$ cat config.mk
export PLATFORM = sky130hd
export DESIGN_NAME = hazard_unit_flat
export DESIGN_NICKNAME = d
export VERILOG_FILES = /design/src/rtl/hazard_unit_if.sv /design/src/rtl/hazard_unit.sv /design/src/flat_wrapper.sv
export SDC_FILE = /design/constraint.sdc
export NUM_CORES = 1
export LEC_CHECK = 0
export ABC_AREA = 1
export BUFFER_PORTS_ARGS = -buffer_cell sky130_fd_sc_hd__clkbuf_2
export CAP_MARGIN = 5
export CORE_ASPECT_RATIO = 0.9
export CORE_UTILIZATION = 30
export DETAILED_ROUTE_END_ITERATION = 10
export MAX_ROUTING_LAYER = met4
export PLACE_DENSITY = 0.72
export SYNTH_ARGS = -nofsm -noshare
export SYNTH_HDL_FRONTEND = slang
export SYNTH_SLANG_ARGS = --single-unit
$ cat constraint.sdc
create_clock -name Clock -period 3.17 [get_ports Clock]
set_input_delay 0.4755 -clock Clock [delete_from_list [all_inputs] [get_ports Clock]]
set_output_delay 0.4755 -clock Clock [all_outputs]
set_load 0.005 [all_outputs]
$ cat src/rtl/hazard_unit_if.sv
// hazard_unit_if: pipeline <-> hazard unit signal bundle.
//   master : pipeline side, drives ID/EX instruction info and branch outcome,
//            receives stall/flush controls, MDBusy and StallCycles.
//   slave  : hazard_unit side (inverse directions).
// Signals:
//   ID_Instruction[31:0], EX_Instruction[31:0], IDEX_MemRead, IDEX_WriteReg[4:0],
//   BranchTaken -> hazard unit
//   PCWrite, IFIDWrite, IDEXBubble, IFIDFlush, MDBusy, StallCycles[15:0] <- hazard unit
interface hazard_unit_if;
  logic [31:0] ID_Instruction;
  logic [31:0] EX_Instruction;
  logic        IDEX_MemRead;
  logic [4:0]  IDEX_WriteReg;
  logic        BranchTaken;
  logic        PCWrite;
  logic        IFIDWrite;
  logic        IDEXBubble;
  logic        IFIDFlush;
  logic        MDBusy;
  logic [15:0] StallCycles;

  modport master (
    output ID_Instruction, EX_Instruction, IDEX_MemRead, IDEX_WriteReg, BranchTaken,
    input  PCWrite, IFIDWrite, IDEXBubble, IFIDFlush, MDBusy, StallCycles
  );

  modport slave (
    input  ID_Instruction, EX_Instruction, IDEX_MemRead, IDEX_WriteReg, BranchTaken,
    output PCWrite, IFIDWrite, IDEXBubble, IFIDFlush, MDBusy, StallCycles
  );
endinterface

$ cat src/rtl/hazard_unit.sv
// hazard_unit: ID-stage hazard detection for the 5-stage MIPS pipeline.
//   Load-use stall, taken-branch flush, MULT/DIV HI/LO occupancy stall and a
//   saturating stall-cycle counter.
// Ports:
//   Clock  - system clock, rising edge
//   Reset  - asynchronous, active-high reset
//   hz     - hazard_unit_if.slave (instruction info in, pipeline controls out)
// Parameters:
//   MULDIV_LATENCY - cycles HI/LO stay unavailable after a MULT/DIV leaves EX (1..15)
// Build option:
//   HAZARD_MULDIV_STALL_EN - when defined, the MULT/DIV busy FSM, MD hazard and
//   MDBusy are built; otherwise MD hazard is 0 and MDBusy is tied 0.
module hazard_unit #(
  parameter int unsigned MULDIV_LATENCY = 4
) (
  input logic       Clock,
  input logic       Reset,
  hazard_unit_if.slave hz
);

  logic [5:0] id_op;
  logic [5:0] id_funct;
  logic [4:0] id_rs;
  logic [4:0] id_rt;
  logic       id_reads_rt;
  logic       load_use;
  logic       md_hazard;
  logic       stall;
  logic [15:0] stall_cnt;

  assign id_op    = hz.ID_Instruction[31:26];
  assign id_funct = hz.ID_Instruction[5:0];
  assign id_rs    = hz.ID_Instruction[25:21];
  assign id_rt    = hz.ID_Instruction[20:16];

  assign id_reads_rt = (id_op == 6'h00) || (id_op == 6'h04) || (id_op == 6'h05) ||
                       (id_op == 6'h28) || (id_op == 6'h29) || (id_op == 6'h2B);

  assign load_use = hz.IDEX_MemRead && (hz.IDEX_WriteReg != 5'd0) &&
                    ((hz.IDEX_WriteReg == id_rs) ||
                     (id_reads_rt && (hz.IDEX_WriteReg == id_rt)));

`ifdef HAZARD_MULDIV_STALL_EN
  localparam logic [0:0] RUN     = 1'b0;
  localparam logic [0:0] MD_BUSY = 1'b1;

  logic [0:0] md_state;
  logic [3:0] md_count;
  logic [5:0] ex_op;
  logic [5:0] ex_funct;
  logic       id_md;
  logic       id_hilo;
  logic       ex_md;

  assign ex_op    = hz.EX_Instruction[31:26];
  assign ex_funct = hz.EX_Instruction[5:0];

  assign id_md   = (id_op == 6'h00) && (id_funct[5:2] == 4'b0110);
  assign id_hilo = id_md || ((id_op == 6'h00) &&
                   ((id_funct == 6'h10) || (id_funct == 6'h12)));
  assign ex_md   = (ex_op == 6'h00) && (ex_funct[5:2] == 4'b0110);

  // The EX term covers cycle T itself, before the counter has been loaded.
  assign md_hazard = id_hilo && ((md_count != '0) || ex_md);

  always_ff @(posedge Clock or posedge Reset) begin
    if (Reset) begin
      md_state <= RUN;
      md_count <= '0;
    end else begin
      case (md_state)
        RUN: begin
          if (ex_md) begin
            md_state <= MD_BUSY;
            md_count <= 4'(MULDIV_LATENCY);
          end
        end
        MD_BUSY: begin
          if (ex_md) begin
            md_count <= 4'(MULDIV_LATENCY);
          end else if (md_count <= 4'd1) begin
            md_count <= '0;
            md_state <= RUN;
          end else begin
            md_count <= md_count - 4'd1;
          end
        end
        default: begin
          md_state <= RUN;
          md_count <= '0;
        end
      endcase
    end
  end

  assign hz.MDBusy = (md_count != '0);
`else
  assign md_hazard = 1'b0;
  assign hz.MDBusy = 1'b0;
`endif

  // Fields not needed by the selected build are sunk here.
  logic unused_ok;
  assign unused_ok = ^{hz.ID_Instruction, hz.EX_Instruction, 4'(MULDIV_LATENCY)};

  // Reset gating makes the outputs read as pass-through while Reset is high.
  assign stall = (load_use || md_hazard) && !hz.BranchTaken && !Reset;

  always_comb begin
    hz.PCWrite    = 1'b1;
    hz.IFIDWrite  = 1'b1;
    hz.IDEXBubble = 1'b0;
    hz.IFIDFlush  = 1'b0;
    if (!Reset) begin
      if (hz.BranchTaken) begin
        hz.IFIDFlush  = 1'b1;
        hz.IDEXBubble = 1'b1;
      end else if (stall) begin
        hz.PCWrite    = 1'b0;
        hz.IFIDWrite  = 1'b0;
        hz.IDEXBubble = 1'b1;
      end
    end
  end

  always_ff @(posedge Clock or posedge Reset) begin
    if (Reset) begin
      stall_cnt <= '0;
    end else if (stall && (stall_cnt != '1)) begin
      stall_cnt <= stall_cnt + 16'd1;
    end
  end

  assign hz.StallCycles = stall_cnt;

endmodule

$ cat src/flat_wrapper.sv
// flat-port wrapper written by rule: the top's interface ports become plain ports
module hazard_unit_flat 
#(
  parameter int unsigned MULDIV_LATENCY = 4
)
  (Clock, Reset, hz_ID_Instruction, hz_EX_Instruction, hz_IDEX_MemRead, hz_IDEX_WriteReg, hz_BranchTaken, hz_PCWrite, hz_IFIDWrite, hz_IDEXBubble, hz_IFIDFlush, hz_MDBusy, hz_StallCycles);
  hazard_unit_if hz_i ();
  input logic Clock;
  input logic Reset;
  input wire logic [$bits(hz_i.ID_Instruction)-1:0] hz_ID_Instruction;
  input wire logic [$bits(hz_i.EX_Instruction)-1:0] hz_EX_Instruction;
  input wire logic [$bits(hz_i.IDEX_MemRead)-1:0] hz_IDEX_MemRead;
  input wire logic [$bits(hz_i.IDEX_WriteReg)-1:0] hz_IDEX_WriteReg;
  input wire logic [$bits(hz_i.BranchTaken)-1:0] hz_BranchTaken;
  output wire logic [$bits(hz_i.PCWrite)-1:0] hz_PCWrite;
  output wire logic [$bits(hz_i.IFIDWrite)-1:0] hz_IFIDWrite;
  output wire logic [$bits(hz_i.IDEXBubble)-1:0] hz_IDEXBubble;
  output wire logic [$bits(hz_i.IFIDFlush)-1:0] hz_IFIDFlush;
  output wire logic [$bits(hz_i.MDBusy)-1:0] hz_MDBusy;
  output wire logic [$bits(hz_i.StallCycles)-1:0] hz_StallCycles;
  assign hz_i.ID_Instruction = hz_ID_Instruction;
  assign hz_i.EX_Instruction = hz_EX_Instruction;
  assign hz_i.IDEX_MemRead = hz_IDEX_MemRead;
  assign hz_i.IDEX_WriteReg = hz_IDEX_WriteReg;
  assign hz_i.BranchTaken = hz_BranchTaken;
  assign hz_PCWrite = hz_i.PCWrite;
  assign hz_IFIDWrite = hz_i.IFIDWrite;
  assign hz_IDEXBubble = hz_i.IDEXBubble;
  assign hz_IFIDFlush = hz_i.IFIDFlush;
  assign hz_MDBusy = hz_i.MDBusy;
  assign hz_StallCycles = hz_i.StallCycles;
  hazard_unit #(.MULDIV_LATENCY(MULDIV_LATENCY)) u_core (.Clock(Clock), .Reset(Reset), .hz(hz_i));
endmodule
==> results.sh, run 1 <==
export IMPL_vias=1411
export IMPL_antenna_found_initial=0
export IMPL_hpwl_um=2430
export IMPL_drc=0
export IMPL_place_area_sq_um=1570
export IMPL_clk_latency_ps=250
export IMPL_fin_setup_tns_ps=0
export IMPL_synth_seq_cells=16
export IMPL_largest_register_ffs=16
export IMPL_rows=22
export IMPL_postCtsHoldBufs=0
export IMPL_critPathMaxFanout=18
export IMPL_finalClockSkew_ps=5.82
export IMPL_leakage_nw=0.902
export IMPL_switching_share=0.252
export IMPL_hp_class="in -> async"
export IMPL_seqCellArea_sq_um=400
export IMPL_startpoint="hz_IDEX_WriteReg[1]"
export IMPL_start_util=0.318
export IMPL_multi_input_area_sq_um=786
export IMPL_portBuffers=44
export IMPL_peakVddDrop_v=0.000120
export IMPL_setup_viol=0
export IMPL_syn_avg_cell_area_sq_um=6.53
export IMPL_ys_warn_count=0
export IMPL_p_int_mw=0.346
export IMPL_cts_resized=0
export IMPL_power_density_nw_per_um2=286
export IMPL_postRouteAntennaNets=0
export IMPL_final_area_sq_um=1620
export IMPL_startpoint_type="input pin"
export IMPL_antenna_cells=0
export IMPL_final_util=0.393
export IMPL_fin_crit_sh=0.744
export IMPL_r2r_start="u_core.hz.StallCycles[0]"
export IMPL_cts_tree="built"
export IMPL_fin_ws_ps=810
export IMPL_arrival_ps=1880
export IMPL_drive_above_1_share=0.229
export IMPL_die_w_um=71.7
export IMPL_pin_count=94
export IMPL_wire_per_inst_um=10.9
export IMPL_p_comb_frac=0.139
export IMPL_grt_max_degree=19
export IMPL_clkSinkCount=16
export IMPL_fp_coreArea_sq_um=4130
export IMPL_max_cap_viol_count=0
export IMPL_worstPathRequired_ps=2690
export IMPL_overflow=0
export IMPL_first_global_vias=1291
export IMPL_num_fill_cells=435
export IMPL_fin_nets=320
export IMPL_hold_viol=0
export IMPL_netlist_instances=201
export IMPL_ys_seq_area_frac=0.305
export IMPL_dr_first_iter_drc_count=101
export IMPL_clockPowerShare=0.404
export IMPL_dp_slack_ps=821
export IMPL_viasPerCell=4.82
export IMPL_gp_congestion=0.782
export IMPL_die_area_sq_um=4640
export IMPL_cp_end_kind="output port"
export IMPL_dieHeight_um=64.8
export IMPL_clockBufferDepth=2
export IMPL_grt_first_pass_wirelength_um=5510
export IMPL_rsz0062_at_grt="false"
export IMPL_fmax_mhz=424
export IMPL_hold_slack_ps=261
export IMPL_path_class="in -> out"
export IMPL_period_minus_slack_ps=2360
export IMPL_mostFrequentLayoutCells="78 x nand2_1, 44 x clkbuf_2, 22 x inv_1"
export IMPL_drt_wl_total_um=3200
export IMPL_layout_commonest_cell="nand2_1"
export IMPL_synth_fp_nets=275
export IMPL_clk_pin_slew_ps=70
export IMPL_finalMaxSlewViolations=0
export IMPL_cts_root_buf="clkbuf_8"
export IMPL_switchingPower_mw=0.117
export IMPL_p_seq_frac=0.457
export IMPL_cts_setup_buffers=0
export IMPL_synth_cell_types=23
export IMPL_outcome="finished clean"
export IMPL_firstDrtPassIters=4
export IMPL_cts_made_buffers=3
export IMPL_grt_usage=0.153
export IMPL_syn_to_final_growth_pct=23.6
export IMPL_htreeDepth=1
export IMPL_syn_area_sq_um=1310
-- power by group through the flow --
stage | sequential, mW | clock, mW | combinational [mW]
2_1_floorplan | 0.215 | 0 | 0.0341
4_1_cts | 0.212 | 0.191 | 0.0653
6_report | 0.212 | 0.187 | 0.0643
3_3_place_gp | 0.216 | 0 | 0.0628
5_1_grt | 0.213 | 0.201 | 0.0754
3_5_place_dp | 0.216 | 0 | 0.0650
-- metal layers --
layer  share of wire  global-route usage  vias to the layer above
met5               0                   -                        -
met4          0.0059              0.0417                        0
met3           0.072              0.0358                        2
met1            0.46               0.180                      633
met2            0.46               0.261                       49
li1                -                   -                      727
-- worst max-delay path, cell delays in order --
cell      delay (ps)
clkbuf_2         110
or2_2            290
a21oi_1          170
nand3_1          110
nand2_2          310
nand2_1          170
o21ai_0          110
clkbuf_2         140
-- per-stage QoR --
stage,power [mW],std cells
floorplan,0.249,201
global placement,0.279,289
detailed placement,0.281,289
CTS,0.468,293
global route,0.489,293
finish,0.463,293
-- logic make-up after synthesis --
family / after synthesis / share of synthesized area
simple gates: 134 / 0.470
buf+inv: 29 / 0.0963
flops: 16 / 0.305
xor+xnor: 14 / 0.0934
compound gates: 6 / 0.0229
fa+ha+maj: 1 / 0.00953
other cells: 1 / 0.00286
-- path summary, 6_finish.rpt --
check | slack (ps) | endpoint | depth (start not counted)
setup reg to reg | 1270 | u_core.hz.StallCycles[7] | 7
setup / recovery | 810 | hz_IDEXBubble | 8
hold / removal | 260 | u_core.hz.StallCycles[14] | 3
hold reg to reg | 540 | u_core.hz.StallCycles[15] | 2
max in group asynchronous | 2710 | u_core.hz.StallCycles[4] | 3
min in group Clock | 540 | u_core.hz.StallCycles[15] | 2
-- synthesized netlist by cell type, drive strengths merged --
library cell	n	area [sq um]
nand2	79	299
inv	22	82.6
conb	1	3.75
buf	5	36.3
or2	2	12.5
a21oi	3	15.0
nor2	20	75.1
clkinv	1	3.75
xnor2	6	52.6
clkbuf	1	3.75
nand4	21	146
dfrtp	16	400
nand3	10	62.6
o21ai	3	15.0
nor3	2	21.3
xor2	8	70.1
ha	1	12.5
-- layout make-up --
type,instances,area share
clock buffers,4,0.0339
inverters,23,0.0532
multi-input cells,156,0.484
flip-flops and latches,16,0.247
well taps,48,0.0370
repair buffers,46,0.145
Power figures use the tool's default switching activity.
==> run 2: changes to the inputs <==
Clock period 3.17 ns to 2.4 ns, I/O delays scaled along.
==> results.sh, run 2 (same netlist as run 1, synthesis figures left out) <==
export IMPL_cts_made_buffers=3
export IMPL_dieHeight_um=64.8
export IMPL_crit_chain="ha_1 > inv_1 > nor3_4 > nand4_4 > nand3_4 > nand2_1 > nand2_1"
export IMPL_postRouteAntennaNets=0
export IMPL_leakage_nw=0.900
export IMPL_mostFrequentLayoutCells="78 x nand2_1, 44 x clkbuf_2, 22 x inv_1"
export IMPL_gp_congestion=0.809
export IMPL_grt_max_degree=18
export IMPL_worstPathRequired_ps=2590
export IMPL_overflow=0
export IMPL_hold_viol=0
export IMPL_place_area_sq_um=1580
export IMPL_setup_viol=0
export IMPL_start_util=0.318
export IMPL_cts_setup_buffers=0
export IMPL_cpLargestDelayFamily="simple AND/OR/NAND/NOR gates"
export IMPL_rows=22
export IMPL_vias=1349
export IMPL_reg2reg_depth=7
export IMPL_finalClockSkew_ps=2.81
export IMPL_die_area_sq_um=4640
export IMPL_viasPerCell=4.60
export IMPL_power_density_nw_per_um2=352
export IMPL_clk_latency_ps=250
export IMPL_clk_pin_slew_ps=60
export IMPL_arrival_ps=2040
export IMPL_drive_above_1_share=0.229
export IMPL_portBuffers=44
export IMPL_drt_wl_total_um=2990
export IMPL_grt_usage=0.148
export IMPL_peakVddDrop_v=0.000112
export IMPL_path_class="reg -> reg"
export IMPL_final_area_sq_um=1620
export IMPL_drc=0
export IMPL_max_cap_viol_count=0
export IMPL_rsz0062_at_grt="false"
export IMPL_clkSinkCount=16
export IMPL_finalMaxSlewViolations=0
export IMPL_fin_crit_sh=0.772
export IMPL_critical_path_depth=7
export IMPL_hp_class="in -> async"
export IMPL_syn_to_final_growth_pct=23.2
export IMPL_cpPeakStageDelay_ps=410
export IMPL_fin_nets=321
export IMPL_outcome="finished clean"
export IMPL_clockBufferDepth=2
export IMPL_cts_root_buf="clkbuf_8"
export IMPL_num_fill_cells=447
export IMPL_hold_slack_ps=152
export IMPL_die_w_um=71.7
export IMPL_cts_resized=0
export IMPL_hpwl_um=2340
export IMPL_first_global_vias=1248
export IMPL_fin_setup_tns_ps=0
export IMPL_fp_coreArea_sq_um=4130
export IMPL_htreeDepth=1
export IMPL_fmax_mhz=540
export IMPL_layout_commonest_cell="nand2_1"
export IMPL_grt_first_pass_wirelength_um=5430
export IMPL_wire_per_inst_um=10.2
export IMPL_period_minus_slack_ps=1850
export IMPL_antenna_found_initial=0
export IMPL_dr_first_iter_drc_count=93
export IMPL_largest_register_ffs=16
export IMPL_slowest_stage="dfrtp_1"
export IMPL_postCtsHoldBufs=0
export IMPL_critPathMaxFanout=17
export IMPL_antenna_cells=0
export IMPL_pin_count=94
export IMPL_cp_end_kind="flip-flop"
export IMPL_cts_tree="built"
export IMPL_cp_num_buf_inv=1
export IMPL_firstDrtPassIters=4
export IMPL_startpoint_type="flip-flop"
export IMPL_crit_top_cell="nand2_1"
[run 2: cell types whose count changed in the layout (fill, tap and decap cells not counted), sizes merged]
| cell | previous run | this run |
|---|---|---|
| clkbuf | 48 | 47 |
| buf | 2 | 3 |
[run 2: area by class of cell]
| type | count | area (sq um) | share of cell area |
|---|---|---|---|
| sequential | 16 | 400 | 0.248 |
| tap | 48 | 60.1 | 0.0372 |
| inverter | 23 | 86.3 | 0.0534 |
| multi-input combinational | 156 | 786 | 0.486 |
| timing repair buffer | 47 | 243 | 0.150 |
| clock buffer | 3 | 41.3 | 0.0255 |
[run 2: per-layer routing]
layer  routed length (um)  GRT usage
met4                   23     0.0319
met1                 1470      0.185
met3                  135     0.0342
met5                    0          -
met2                 1360      0.245
[run 2: metrics by stage]
step	setup slack (ps)	instances	utilization	total power, mW
after detailed placement	538	290	0.382	0.371
after CTS	519	293	0.392	0.578
after global placement	567	290	0.382	0.369
final	547	293	0.392	0.569
after floorplan	739	201	-	0.329
after global routing	342	293	0.392	0.607
[run 2: final timing paths]
check | startpoint | end | slack, ps
max | u_core.hz.StallCycles[0] | u_core.hz.StallCycles[8] | 550
max reg2reg | u_core.hz.StallCycles[0] | u_core.hz.StallCycles[8] | 550
min | Reset | u_core.hz.StallCycles[0] | 150
max in group asynchronous | Reset | u_core.hz.StallCycles[7] | 2070
min reg2reg | u_core.hz.StallCycles[15] | u_core.hz.StallCycles[15] | 530
min in group Clock | u_core.hz.StallCycles[15] | u_core.hz.StallCycles[15] | 530
[run 2: worst register-to-register path, stage by stage (launching register included)]
cell and delay, ps:
dfrtp_1 410, ha_1 230, inv_1 100, nor3_4 300, nand4_4 310, nand3_4 310, nand2_1 80, nand2_1 60
[run 2: power breakdown]
| group | total, mW | switching [mW] | internal [mW] | leakage (nW) |
|---|---|---|---|---|
| registers | 0.280 | 0.00571 | 0.274 | 0.223 |
| logic | 0.0848 | 0.0465 | 0.0383 | 0.655 |
| clock network | 0.204 | 0.0923 | 0.111 | 0.0216 |
==> run 3: changes to the inputs <==
Settings changed: ABC_AREA 1 to 0, PLACE_DENSITY 0.72 to 0.8.
Clock period 2.4 ns to 1.5 ns, I/O delays scaled along.
==> results.sh, run 3 <==
export IMPL_outcome="finished with violations"
export IMPL_violations="setup timing"
export IMPL_ys_seq_area_frac=0.392
export IMPL_hp_class="in -> async"
export IMPL_synth_area_top_cells="dfrtp_1 39%, xnor2_1 11%, xor2_1 9.4%"
export IMPL_syn_avg_cell_area_sq_um=10.2
export IMPL_arrival_ps=1640
export IMPL_dieHeight_um=57.4
export IMPL_cts_root_buf="clkbuf_8"
export IMPL_place_area_sq_um=1480
export IMPL_final_area_sq_um=1760
export IMPL_vias=1065
export IMPL_startpoint_type="input pin"
export IMPL_synth_commonest_cells="16 x dfrtp_1, 13 x xnor2_1, 11 x xor2_1, 7 x nand2_1, 7 x nand4_1"
export IMPL_antenna_found_initial=0
export IMPL_peakVddDrop_v=0.000283
export IMPL_finalMaxSlewViolations=0
export IMPL_setup_viol=19
export IMPL_die_area_sq_um=3650
export IMPL_yosysTopAreaCell="dfrtp_1"
export IMPL_grt_max_degree=17
export IMPL_clkSinkCount=16
export IMPL_drive_above_1_share=0.596
export IMPL_power_mw=0.952
export IMPL_drc=0
export IMPL_start_util=0.326
export IMPL_cpPeakStageDelay_ps=510
export IMPL_power_density_nw_per_um2=540
export IMPL_htreeDepth=1
export IMPL_finalClockSkew_ps=1.18
export IMPL_max_cap_viol_count=0
export IMPL_synth_edf_count=0
export IMPL_fin_nets=254
export IMPL_clockBufferDepth=2
export IMPL_drt_wl_total_um=2970
export IMPL_first_global_vias=1053
export IMPL_cts_made_buffers=3
export IMPL_postCtsHoldBufs=0
export IMPL_clk_pin_slew_ps=60
export IMPL_critPathMaxFanout=2
export IMPL_period_minus_slack_ps=1860
export IMPL_cpLargestDelayFamily="simple AND/OR/NAND/NOR gates"
export IMPL_rsz0062_at_grt="true"
export IMPL_firstDrtPassIters=5
export IMPL_clk_latency_ps=250
export IMPL_synth_cell_types=33
export IMPL_dp_slack_ps=-702
export IMPL_overflow=0
export IMPL_num_fill_cells=296
export IMPL_rows=19
export IMPL_wire_per_inst_um=13.5
export IMPL_final_util=0.561
export IMPL_largest_register_ffs=16
export IMPL_dr_first_iter_drc_count=28
export IMPL_hpwl_um=2050
export IMPL_synth_top_area_frac=0.392
export IMPL_cp_num_buf_inv=2
export IMPL_postRouteAntennaNets=0
export IMPL_fp_coreArea_sq_um=3140
export IMPL_syn_area_sq_um=1020
export IMPL_cp_end_kind="output port"
export IMPL_fmax_mhz=538
export IMPL_synth_most_common_cell="dfrtp_1"
export IMPL_die_w_um=63.5
export IMPL_synth_fp_nets=174
export IMPL_viasPerCell=4.84
export IMPL_ys_flop_type="dfrtp_1"
export IMPL_fin_setup_tns_ps=-4700
export IMPL_layout_commonest_cell="clkbuf_2"
export IMPL_worstPathRequired_ps=1270
export IMPL_grt_first_pass_wirelength_um=4660
export IMPL_ys_warn_count=0
export IMPL_netlist_instances=100
export IMPL_cts_tree="built"
export IMPL_mostFrequentLayoutCells="40 x clkbuf_2, 27 x buf_4, 16 x dfrtp_1"
export IMPL_leakage_nw=0.995
export IMPL_portBuffers=44
export IMPL_slew_headroom=0.596
export IMPL_fin_ws_ps=-360
export IMPL_pin_count=94
export IMPL_synth_seq_cells=16
export IMPL_crit_chain="buf_6 > or4_4 > o211ai_1 > nor4_2 > or3_1 > buf_2"
export IMPL_worstMarginPinSlew_ps=605
export IMPL_fin_crit_sh=1.24
export IMPL_synthArstFlopShare=1.00
export IMPL_hold_viol=0
export IMPL_grt_usage=0.176
export IMPL_gp_congestion=0.789
export IMPL_path_class="in -> out"
export IMPL_slowest_stage="or4_4"
export IMPL_syn_to_final_growth_pct=72.3
export IMPL_antenna_cells=0
-- run 3: changes by cell type in the layout (fill, tap and decap cells not counted), sizes merged, moves of 5 or more --
cell,previous run,this run
nand2,79,7
buf,3,38
inv,22,3
nor2,20,5
nand4,21,7
xnor2,6,13
nand3,10,5
-- run 3: final timing paths --
kind	from	cells after the start	slack (ps)	to
worst max-delay path	hz_IDEX_WriteReg[0]	6	-360	hz_IDEXBubble
worst min-delay path	Reset	3	150	u_core.hz.StallCycles[14]
worst max register to register	u_core.hz.StallCycles[1]	7	-260	u_core.hz.StallCycles[8]
worst min register to register	u_core.hz.StallCycles[5]	1	550	u_core.hz.StallCycles[5]
max in group asynchronous	Reset	3	950	u_core.hz.StallCycles[13]
min in group Clock	u_core.hz.StallCycles[5]	1	550	u_core.hz.StallCycles[5]
-- run 3: kinds of logic after synthesis --
group | count (synthesis) | synth area share
xor+xnor | 24 | 0.206
buf+inv | 6 | 0.0416
mux | 1 | 0.0147
other cells | 1 | 0.00367
compound gates | 6 | 0.0441
simple gates | 45 | 0.286
flops | 16 | 0.392
fa+ha+maj | 1 | 0.0122
-- run 3: final cells by class --
class                      instances  area [sq um]  area share
multi-input combinational         78           712       0.404
timing repair buffer              78           537       0.305
sequential                        16           400       0.227
tap                               42          52.6      0.0298
clock buffer                       3          41.3      0.0234
inverter                           3          18.8      0.0107
-- run 3: routing by layer --
metal,GRT usage,part of all wire
met5,-,0
met4,0.0584,0.018
met3,0.0480,0.060
met2,0.333,0.56
met1,0.173,0.36
-- run 3: timing repair --
action,4_1_cts,5_1_grt
setup endpoints to repair,19,19
buffers inserted,6,3
pin swaps,14,20
resized for setup,15,25
-- run 3: worst reg2reg max path, cell delays in order (launching register included) --
cell	delay, ps
dfrtp_1	360
ha_1	170
and3_1	200
and4_4	270
buf_4	130
nand2b_1	150
nor3b_4	250
xor2_1	150
-- run 3: where the power goes --
| group | switching [mW] | internal, mW |
|---|---|---|
| clock network | 0.145 | 0.178 |
| registers | 0.00619 | 0.442 |
| logic | 0.0773 | 0.103 |
| total | 0.229 | 0.724 |
-- run 3: stage by stage --
| stage | hold slack, ps | cells |
|---|---|---|
| 6_report | 154 | 220 |
| 5_1_grt | 224 | 220 |
| 4_1_cts | 176 | 217 |
| 3_5_place_dp | 451 | 209 |
| 3_3_place_gp | 448 | 209 |
| 2_1_floorplan | 139 | 100 |
